--- src/rtl/hilo_mdu_pkg.sv ---
// Shared constants for the HI/LO multiply/divide unit: reset and flag
// levels, operation codes, FSM state encoding and small op decoders.
package hilo_mdu_pkg;

   localparam logic RstEnable  = 1'b0;
   localparam logic RstDisable = 1'b1;
   localparam logic Valid      = 1'b1;
   localparam logic Zero       = 1'b0;

   localparam logic [2:0] OP_MULT  = 3'd0;
   localparam logic [2:0] OP_MULTU = 3'd1;
   localparam logic [2:0] OP_DIV   = 3'd2;
   localparam logic [2:0] OP_DIVU  = 3'd3;
   localparam logic [2:0] OP_MADD  = 3'd4;
   localparam logic [2:0] OP_MSUB  = 3'd5;

   typedef enum logic [1:0] {
      IDLE = 2'd0,
      MUL  = 2'd1,
      DIV  = 2'd2,
      FIX  = 2'd3
   } mduState_e;

   function automatic logic isValidOp(input logic [2:0] opCode);
      return (opCode <= OP_MSUB);
   endfunction

   function automatic logic isMulOp(input logic [2:0] opCode);
      return (opCode == OP_MULT) || (opCode == OP_MULTU) ||
             (opCode == OP_MADD) || (opCode == OP_MSUB);
   endfunction

endpackage

--- src/rtl/hilo_div_iter.sv ---
// Iterative restoring divider: works on operand magnitudes, retires one
// quotient bit per clock edge and presents sign-corrected results once the
// last iteration has completed.
module hilo_div_iter
   import hilo_mdu_pkg::*;
#(
   parameter int WIDTH = 32
) (
   input  logic             clk,
   input  logic             rst,
   input  logic             start,
   input  logic             signedOp,
   input  logic [WIDTH-1:0] dividend,
   input  logic [WIDTH-1:0] divisor,
   output logic             lastStep,
   output logic [WIDTH-1:0] quotient,
   output logic [WIDTH-1:0] remainder
);

   localparam int CntW = $clog2(WIDTH + 1);

   logic [WIDTH-1:0] quoQ, quoD;
   logic [WIDTH-1:0] remQ, remD;
   logic [WIDTH-1:0] divQ, divD;
   logic [CntW-1:0]  cntQ, cntD;
   logic             negQuoQ, negQuoD;
   logic             negRemQ, negRemD;

   logic [WIDTH:0]   shifted;
   logic [WIDTH-1:0] trialDiff;
   logic             fits;
   logic             negA, negB;
   logic [WIDTH-1:0] magA, magB;

   // Operand magnitudes for signed division and the trial subtraction of
   // one restoring step. The partial remainder is always below the divisor,
   // so the low WIDTH bits of the difference are exact whenever it fits.
   always_comb begin
      negA      = signedOp & dividend[WIDTH-1];
      negB      = signedOp & divisor[WIDTH-1];
      magA      = negA ? -dividend : dividend;
      magB      = negB ? -divisor : divisor;
      shifted   = {remQ, quoQ[WIDTH-1]};
      fits      = (shifted >= {1'b0, divQ});
      trialDiff = shifted[WIDTH-1:0] - divQ;
   end

   // Next-state logic: a start reloads the operands and arms the iteration
   // counter; otherwise each edge with a nonzero count shifts in one more
   // quotient bit and restores the remainder when the subtraction fails.
   always_comb begin
      quoD    = quoQ;
      remD    = remQ;
      divD    = divQ;
      cntD    = cntQ;
      negQuoD = negQuoQ;
      negRemD = negRemQ;
      if (start) begin
         quoD    = magA;
         remD    = '0;
         divD    = magB;
         cntD    = CntW'(WIDTH);
         negQuoD = negA ^ negB;
         negRemD = negA;
      end else if (cntQ != '0) begin
         quoD = {quoQ[WIDTH-2:0], fits};
         remD = fits ? trialDiff : shifted[WIDTH-1:0];
         cntD = cntQ - CntW'(1);
      end
   end

   // Iteration registers, cleared by the synchronous active-low reset.
   always_ff @(posedge clk) begin
      if (rst == RstEnable) begin
         quoQ    <= '0;
         remQ    <= '0;
         divQ    <= '0;
         cntQ    <= '0;
         negQuoQ <= Zero;
         negRemQ <= Zero;
      end else begin
         quoQ    <= quoD;
         remQ    <= remD;
         divQ    <= divD;
         cntQ    <= cntD;
         negQuoQ <= negQuoD;
         negRemQ <= negRemD;
      end
   end

   // The quotient truncates toward zero and the remainder follows the sign
   // of the dividend; this also yields MIN/-1 = MIN with a zero remainder.
   always_comb begin
      lastStep  = (cntQ == CntW'(1));
      quotient  = negQuoQ ? -quoQ : quoQ;
      remainder = negRemQ ? -remQ : remQ;
   end

endmodule

--- src/rtl/hilo_mdu.sv ---
// HI/LO register pair with a multi-cycle multiply/divide unit for the
// execute stage. Multiplies use a registered product and a delay counter;
// divides use the iterative divider followed by a sign-fix cycle.
module hilo_mdu
   import hilo_mdu_pkg::*;
#(
   parameter int WIDTH   = 32,
   parameter int MUL_LAT = 3
) (
   input  logic             clk,
   input  logic             rst,
   input  logic             start,
   input  logic [2:0]       op,
   input  logic [WIDTH-1:0] opa,
   input  logic [WIDTH-1:0] opb,
   input  logic             cancel,
   input  logic             whi,
   input  logic             wlo,
   input  logic [WIDTH-1:0] wHiData,
   input  logic [WIDTH-1:0] wLoData,
   output logic             busy,
   output logic             done,
   output logic [WIDTH-1:0] rHiData,
   output logic [WIDTH-1:0] rLoData
);

   localparam int MulCntW = (MUL_LAT > 1) ? $clog2(MUL_LAT) : 1;

   mduState_e          stateQ, stateD;
   logic [WIDTH-1:0]   hiQ, hiD;
   logic [WIDTH-1:0]   loQ, loD;
   logic               doneQ, doneD;
   logic [2:0]         opQ, opD;
   logic [2*WIDTH-1:0] prodQ, prodD;
   logic [MulCntW-1:0] mulCntQ, mulCntD;
   logic               dzQ, dzD;
   logic [WIDTH-1:0]   dzHiQ, dzHiD;

   logic               signedMul;
   logic [2*WIDTH-1:0] aExt, bExt, product;
   logic [2*WIDTH-1:0] mulResult;
   logic               divStart;
   logic               divLast;
   logic [WIDTH-1:0]   divQuo, divRem;

   hilo_div_iter #(
      .WIDTH(WIDTH)
   ) uDiv (
      .clk      (clk),
      .rst      (rst),
      .start    (divStart),
      .signedOp (op == OP_DIV),
      .dividend (opa),
      .divisor  (opb),
      .lastStep (divLast),
      .quotient (divQuo),
      .remainder(divRem)
   );

   // One shared multiplier: operands are sign- or zero-extended to the full
   // product width so the truncated product is the correct signed/unsigned
   // result. MADD/MSUB accumulate against HI/LO as they are at writeback.
   always_comb begin
      signedMul = (op != OP_MULTU);
      aExt      = {{WIDTH{signedMul & opa[WIDTH-1]}}, opa};
      bExt      = {{WIDTH{signedMul & opb[WIDTH-1]}}, opb};
      product   = aExt * bExt;
      if (opQ == OP_MADD) begin
         mulResult = {hiQ, loQ} + prodQ;
      end else if (opQ == OP_MSUB) begin
         mulResult = {hiQ, loQ} - prodQ;
      end else begin
         mulResult = prodQ;
      end
   end

   // Control FSM and HI/LO next state. Direct MTHI/MTLO writes are applied
   // first so that an op writeback on the same edge overrides them; cancel
   // beats any writeback and drops back to IDLE silently.
   always_comb begin
      stateD   = stateQ;
      hiD      = hiQ;
      loD      = loQ;
      doneD    = Zero;
      opD      = opQ;
      prodD    = prodQ;
      mulCntD  = mulCntQ;
      dzD      = dzQ;
      dzHiD    = dzHiQ;
      divStart = Zero;
      if (whi) begin
         hiD = wHiData;
      end
      if (wlo) begin
         loD = wLoData;
      end
      case (stateQ)
         IDLE: begin
            if (start && isValidOp(op) && !cancel) begin
               opD = op;
               if (isMulOp(op)) begin
                  prodD   = product;
                  mulCntD = MulCntW'(MUL_LAT - 1);
                  stateD  = MUL;
               end else if (opb == '0) begin
                  dzD    = Valid;
                  dzHiD  = opa;
                  stateD = FIX;
               end else begin
                  dzD      = Zero;
                  divStart = Valid;
                  stateD   = DIV;
               end
            end
         end
         MUL: begin
            if (cancel) begin
               stateD = IDLE;
            end else if (mulCntQ == '0) begin
               {hiD, loD} = mulResult;
               doneD      = Valid;
               stateD     = IDLE;
            end else begin
               mulCntD = mulCntQ - MulCntW'(1);
            end
         end
         DIV: begin
            if (cancel) begin
               stateD = IDLE;
            end else if (divLast) begin
               stateD = FIX;
            end
         end
         FIX: begin
            if (cancel) begin
               stateD = IDLE;
            end else begin
               if (dzQ) begin
                  hiD = dzHiQ;
                  loD = '1;
               end else begin
                  hiD = divRem;
                  loD = divQuo;
               end
               doneD  = Valid;
               stateD = IDLE;
            end
         end
         default: stateD = IDLE;
      endcase
   end

   // State and HI/LO registers; a reset aborts any op without writeback.
   always_ff @(posedge clk) begin
      if (rst == RstEnable) begin
         stateQ  <= IDLE;
         hiQ     <= '0;
         loQ     <= '0;
         doneQ   <= Zero;
         opQ     <= OP_MULT;
         prodQ   <= '0;
         mulCntQ <= '0;
         dzQ     <= Zero;
         dzHiQ   <= '0;
      end else begin
         stateQ  <= stateD;
         hiQ     <= hiD;
         loQ     <= loD;
         doneQ   <= doneD;
         opQ     <= opD;
         prodQ   <= prodD;
         mulCntQ <= mulCntD;
         dzQ     <= dzD;
         dzHiQ   <= dzHiD;
      end
   end

   // Reads come straight from the registers, forced to zero while reset is
   // held so consumers never see stale values.
   always_comb begin
      busy    = (stateQ != IDLE);
      done    = doneQ;
      rHiData = (rst == RstEnable) ? '0 : hiQ;
      rLoData = (rst == RstEnable) ? '0 : loQ;
   end

endmodule

--- config.mk ---
export PLATFORM = sky130hd
export DESIGN_NAME = hilo_mdu
export DESIGN_NICKNAME = d
export VERILOG_FILES = /design/src/rtl/hilo_mdu_pkg.sv /design/src/rtl/hilo_div_iter.sv /design/src/rtl/hilo_mdu.sv
export SDC_FILE = /design/constraint.sdc
export NUM_CORES = 2
export LEC_CHECK = 0
export CORE_MARGIN = 2
export CORE_UTILIZATION = 65
export CTS_CLUSTER_DIAMETER = 60
export DETAILED_ROUTE_END_ITERATION = 8
export PLACE_DENSITY = 0.84
export SYNTH_ARGS = -nofsm -noshare
export SYNTH_HDL_FRONTEND = slang
export SYNTH_SLANG_ARGS = --single-unit
--- constraint.sdc ---
create_clock -name clk -period 14.4 [get_ports clk]
set_clock_uncertainty 0.15 [all_clocks]
set_input_delay 2.88 -clock clk [delete_from_list [all_inputs] [get_ports clk]]
set_output_delay 2.88 -clock clk [all_outputs]
set_load 0.005 [all_outputs]
-- Word level (Yosys, flattened, before mapping)
Cells that the tools add are included.
- add/sub/neg operators: 9
- $mul: 1
- magnitude comparators: 2
- equal/unequal tests: 17
- multiplexer cells: 47
- bitwise operators: 7
- reduce and logical (&&, ||, !) cells: 21
- operators by type and width (operator ; number):
    32-bit two-way mux ; 19
    64-bit two-way mux ; 2
    32-bit negator ; 4
    32-bit one-hot mux with 2 select lines ; 2
    64-bit adder ; 1
    33-bit by 33-bit multiplier with 64-bit output ; 1
    64-bit subtractor ; 1
    33-bit by 32-bit >= comparator with 1-bit output ; 1
    32-bit logical NOT ; 1
    32-bit subtractor ; 1
    2-bit two-way mux ; 10
    3-bit == test (second input constant) ; 4
    6-bit two-way mux ; 2
    1-bit two-way mux ; 9
    3-bit AND reduction ; 3
    2-bit != test (second input constant) ; 4
    2-bit one-hot mux with 4 select lines ; 1
    6-bit by 1-bit == test with 1-bit output (second input constant) ; 1
    3-bit != test (second input constant) ; 2
    2-bit nonzero test ; 3
    6-bit nonzero test ; 1
    6-bit by 1-bit subtractor with 6-bit output (second input constant) ; 1
    5-bit AND reduction ; 1
    1-bit bitwise AND ; 4
    19 further kinds ; 25
- bits in registers: 273
- input port bits: 137
- output and inout port bits: 66
- word-level logic and storage cells: 120

-- Logic depth before layout (Yosys ltp)
- word-level depth: 8
- gate-level depth with buffers: 34
- mapped depth without buffers: 32

-- Modules after synthesis
A second synthesis with hierarchy kept.
- cells, all modules: 7645
- area total of the unflattened synthesis: 63079.2 µm²
- modules (own cells, without submodules) (module ; times used ; cells an instance ; area each (µm²) ; sequential area each (µm²)):
    hilo_mdu ; 1 ; 6487 ; 54422.2 ; 3383.2
    hilo_div_iter ; 1 ; 1158 ; 8657.1 ; 2082.0

-- Worst setup path after synthesis
No wires, ideal clock.
- path type: in2reg
- from: input op[1]
- to: register prodQ[62]
- library setup time: 0.125 ns
- data arrival time: 10.450 ns
- required time: 14.125 ns
- setup slack: 3.674 ns
- cell stages on the path: 31
- path buffers: 2
- cells stage by stage: inv_1 -> nand3_1 -> and2_1 -> clkbuf_1 -> clkbuf_1 -> nand2_1 -> inv_1 -> fa_1 -> inv_1 -> fa_1 -> inv_1 -> fa_1 -> inv_1 -> fa_1 -> inv_1 -> fa_1 -> fa_1 -> inv_1 -> fa_1 -> fa_1 -> inv_1 -> ha_1 -> a21o_1 -> a21oi_1 -> nand2_1 -> o22ai_1 -> a21o_1 -> o21ai_0 -> a221oi_1 -> xor2_1 -> o21ai_0
- longest elaborated chain between the ends: 5
- elaborated cells on any way between the ends: 15
- classes of those cells: mul (1); order compare (1); eq/ne (4); bitwise (2); reduce/logical (7)
- ends and longest elaborated chain (what ; RTL line ; text):
    start, declared ; hilo_mdu.sv:13 ; input logic [2:0] op,
    branches (longest 5 deep; another with 33-bit by 33-bit multiplier with 64-bit output) ; -- ;
    end signal, assigned ; hilo_mdu.sv:171 ; prodQ <= prodD;
    end, declared ; hilo_mdu.sv:34 ; logic [2*WIDTH-1:0] prodQ, prodD;
Several ways; the timed one is not identified.
A chain may end at the register's enable or synchronous reset.

-- Final worst setup path
Ends and elaborated chain as after synthesis.

==> impl_metrics.ini <==
[run_status]
status = finished clean

[sta]
max_freq_mhz = 80.6
finalHoldViolCount = 0
period_needed_ps = 12400
rsz0062_at_grt = false
tightest_slew_ps = 1400
fin_crit_sh = 0.861
max_slew_margin = 0.0641
maxSlewViolCount = 0
fin_setup_tns_ps = 0
final-setup-viol-count = 0

[cells_and_area]
area_delta_synth_final_pct = 5.61
layout_commonest_cell = inv_1
layout_common_cells = 1304 x inv_1, 1128 x fa_1, 1119 x nand2_1
drive_above_1_share = 0.0329
nNetsFinal = 9121

[drt]
vias = 54900
drtAntennaViolNets = 0
wl_per_cell_um = 23.3
viasPerCell = 6.27
totalWireLength_um = 205000
drt_iter0_drc = 6835
dr.pass1.iters = 8
drc_errors = 0

[synthesis]
synth.distinct_cells = 95
avgSynthCellArea_sq_um = 8.18
async_flop_share = 0
synth_ff_type = dfxtp_1
seq_area_frac_synth = 0.0875
synth_area_sq_um = 62400
synth-edff-count = 0
yosysWarnings = 0
synthCells = 7628
syn_nets = 9270
ys_ff_latch = 273

[critical_path]
crit_fanout = 19
critPathRequiredTime_ps = 14690
cp-end-kind = flip-flop
worstSetupPathType = input pin to flip-flop
crit_top_cell = fa_1
slowest_stage = fa_1
r2r_slack_ps = 9460
critPathMaxStageDelay_ps = 1280
crit_arrival_ps = 12690
worst_setup_path_start_kind = input pin

[floorplanning]
dieArea_sq_um = 98500
io-pin-count = 203
rows = 113
die_y_um = 314
die_width_um = 314
initial_core_util = 0.656
fp.coreArea_sq_um = 95200

[global_routing]
grt_pass1_wl_um = 317000
grt_pass1_vias = 55900
grt.total_usage = 0.415
grt.overflow.total = 0
grt_max_degree = 92
antenna_found_initial = 22

[clocking]
clk_path_buf_depth = 3
clk_pin_slew_ps = 70
cts-buffers-inserted = 27
cts-resized-gates = 0
cts_tree = done
root_buffer = clkbuf_16
cts_setup_buffers = 0
ctsHoldBuffers = 0
cts_max_level = 1
clkSinkCount = 273
clkLatencyLatePin_ps = 580

[place]
finalWeightedCongestion = 1.03
post-dp-hpwl_um = 160000
portBuffers = 202

[run]
max_cap_violations = 0

[hold_path]
hold_path.class = flip-flop to flip-flop
## final timing paths
kind / to / cells past startpoint / startpoint
hold / removal: dzHiQ[26] / 2 / dzHiQ[26]
setup reg to reg: hiQ[24] / 14 / prodQ[9]
hold reg to reg: dzHiQ[26] / 2 / dzHiQ[26]
setup / recovery: prodQ[62] / 29 / op[1]
## cell usage after synthesis (all sizes together), types with 10 or more instances
cell     instances  area, sq um
buf             98          439
mux2i          103         1030
nand2b          34          213
inv           1304         4890
ha             377         4720
or2             22          138
xor2           100          876
fa            1128        22600
o221ai          16          140
nor2b           37          231
a31oi           33          206
a311oi          10         87.6
o41ai           16          148
o22ai           40          250
mux2            13          146
nand3b          10         75.1
o311ai          10         87.6
o31ai           62          470
o21ai          285         1430
nand3           64          338
o21a            23          173
clkbuf         388         1460
or3             33          211
a22oi           13         97.6
a221oi          20          175
nor3            58          295
nand4           36          225
a211oi          92          776
dfxtp          273         5470
o2111ai         10         87.6
nand2         1121         4220
xnor2          184         1610
nor2           372         1410
a21o            88          661
o211ai          34          255
and3            34          213
or4             21          173
and2           426         2670
nor4            45          288
a21oi          452         2270
o21bai          35          263
## registers in the layout, summed over array words and instances (netlist names)
register,flops
uDiv.negQuoQ,1
opQ,3
uDiv.remQ,32
uDiv.quoQ,32
prodQ,64
done,1
loQ,32
hiQ,32
mulCntQ,2
dzHiQ,32
uDiv.cntQ,6
stateQ,2
uDiv.divQ,32
uDiv.negRemQ,1
dzQ,1
## per-layer routing
| layer | vias to the layer above | part of all wire | GRT usage | wire (um) |
|---|---|---|---|---|
| met5 | - | 0.00074 | 0 | 151 |
| met4 | 24 | 0.054 | 0.195 | 11100 |
| met3 | 720 | 0.14 | 0.114 | 27900 |
| met2 | 3627 | 0.44 | 0.638 | 89500 |
| met1 | 26800 | 0.37 | 0.549 | 75900 |
| li1 | 23700 | - | - | - |
## layout make-up
type	count	area [sq um]
timing repair buffer	308	2770
multi-input combinational	5558	50200
tap	1265	1580
clock buffer	32	714
inverter	1311	4930
sequential	273	5470
fill	7391	29200
clock inverter	15	253
antenna	8	20.0
## cell families (layout without fill, tap and decap cells)
family                     after synthesis  in the layout  synth area share
other                                    0              8                 0
xor gates and xnor gates               285            285            0.0402
AOI/OAI and AO/OA                     1319           1319             0.133
buffers and inverters                 1797           1666             0.109
DFF                                    273            273            0.0875
adders and majority gates             1505           1505             0.437
and+or+nand+nor                       2333           2333             0.174
muxes                                  116            116            0.0189
## critical path: cells and delay by family
family,cells,cell delay [ps]
AOI/OAI and AO/OA,7,1280
xor gates and xnor gates,1,170
adders and majority gates,9,5290
buffers and inverters,8,1820
and+or+nand+nor,4,1210
## stage by stage
step | utilization | area [sq um] | setup slack [ps] | std cells | hold slack [ps]
after floorplan | - | 62400 | 3670 | 7628 | 277
after global placement | 0.683 | 64900 | 1880 | 8715 | 283
after detailed placement | 0.683 | 64900 | 1570 | 8715 | 291
after CTS | 0.693 | 65900 | 2160 | 8762 | 299
after global routing | 0.693 | 65900 | 1590 | 8763 | 312
final | 0.693 | 65900 | 2000 | 8770 | 298
Power is left out: the tool's default activity adds up to more than one toggle a clock period on the data nets, which glitch-free logic cannot reach.
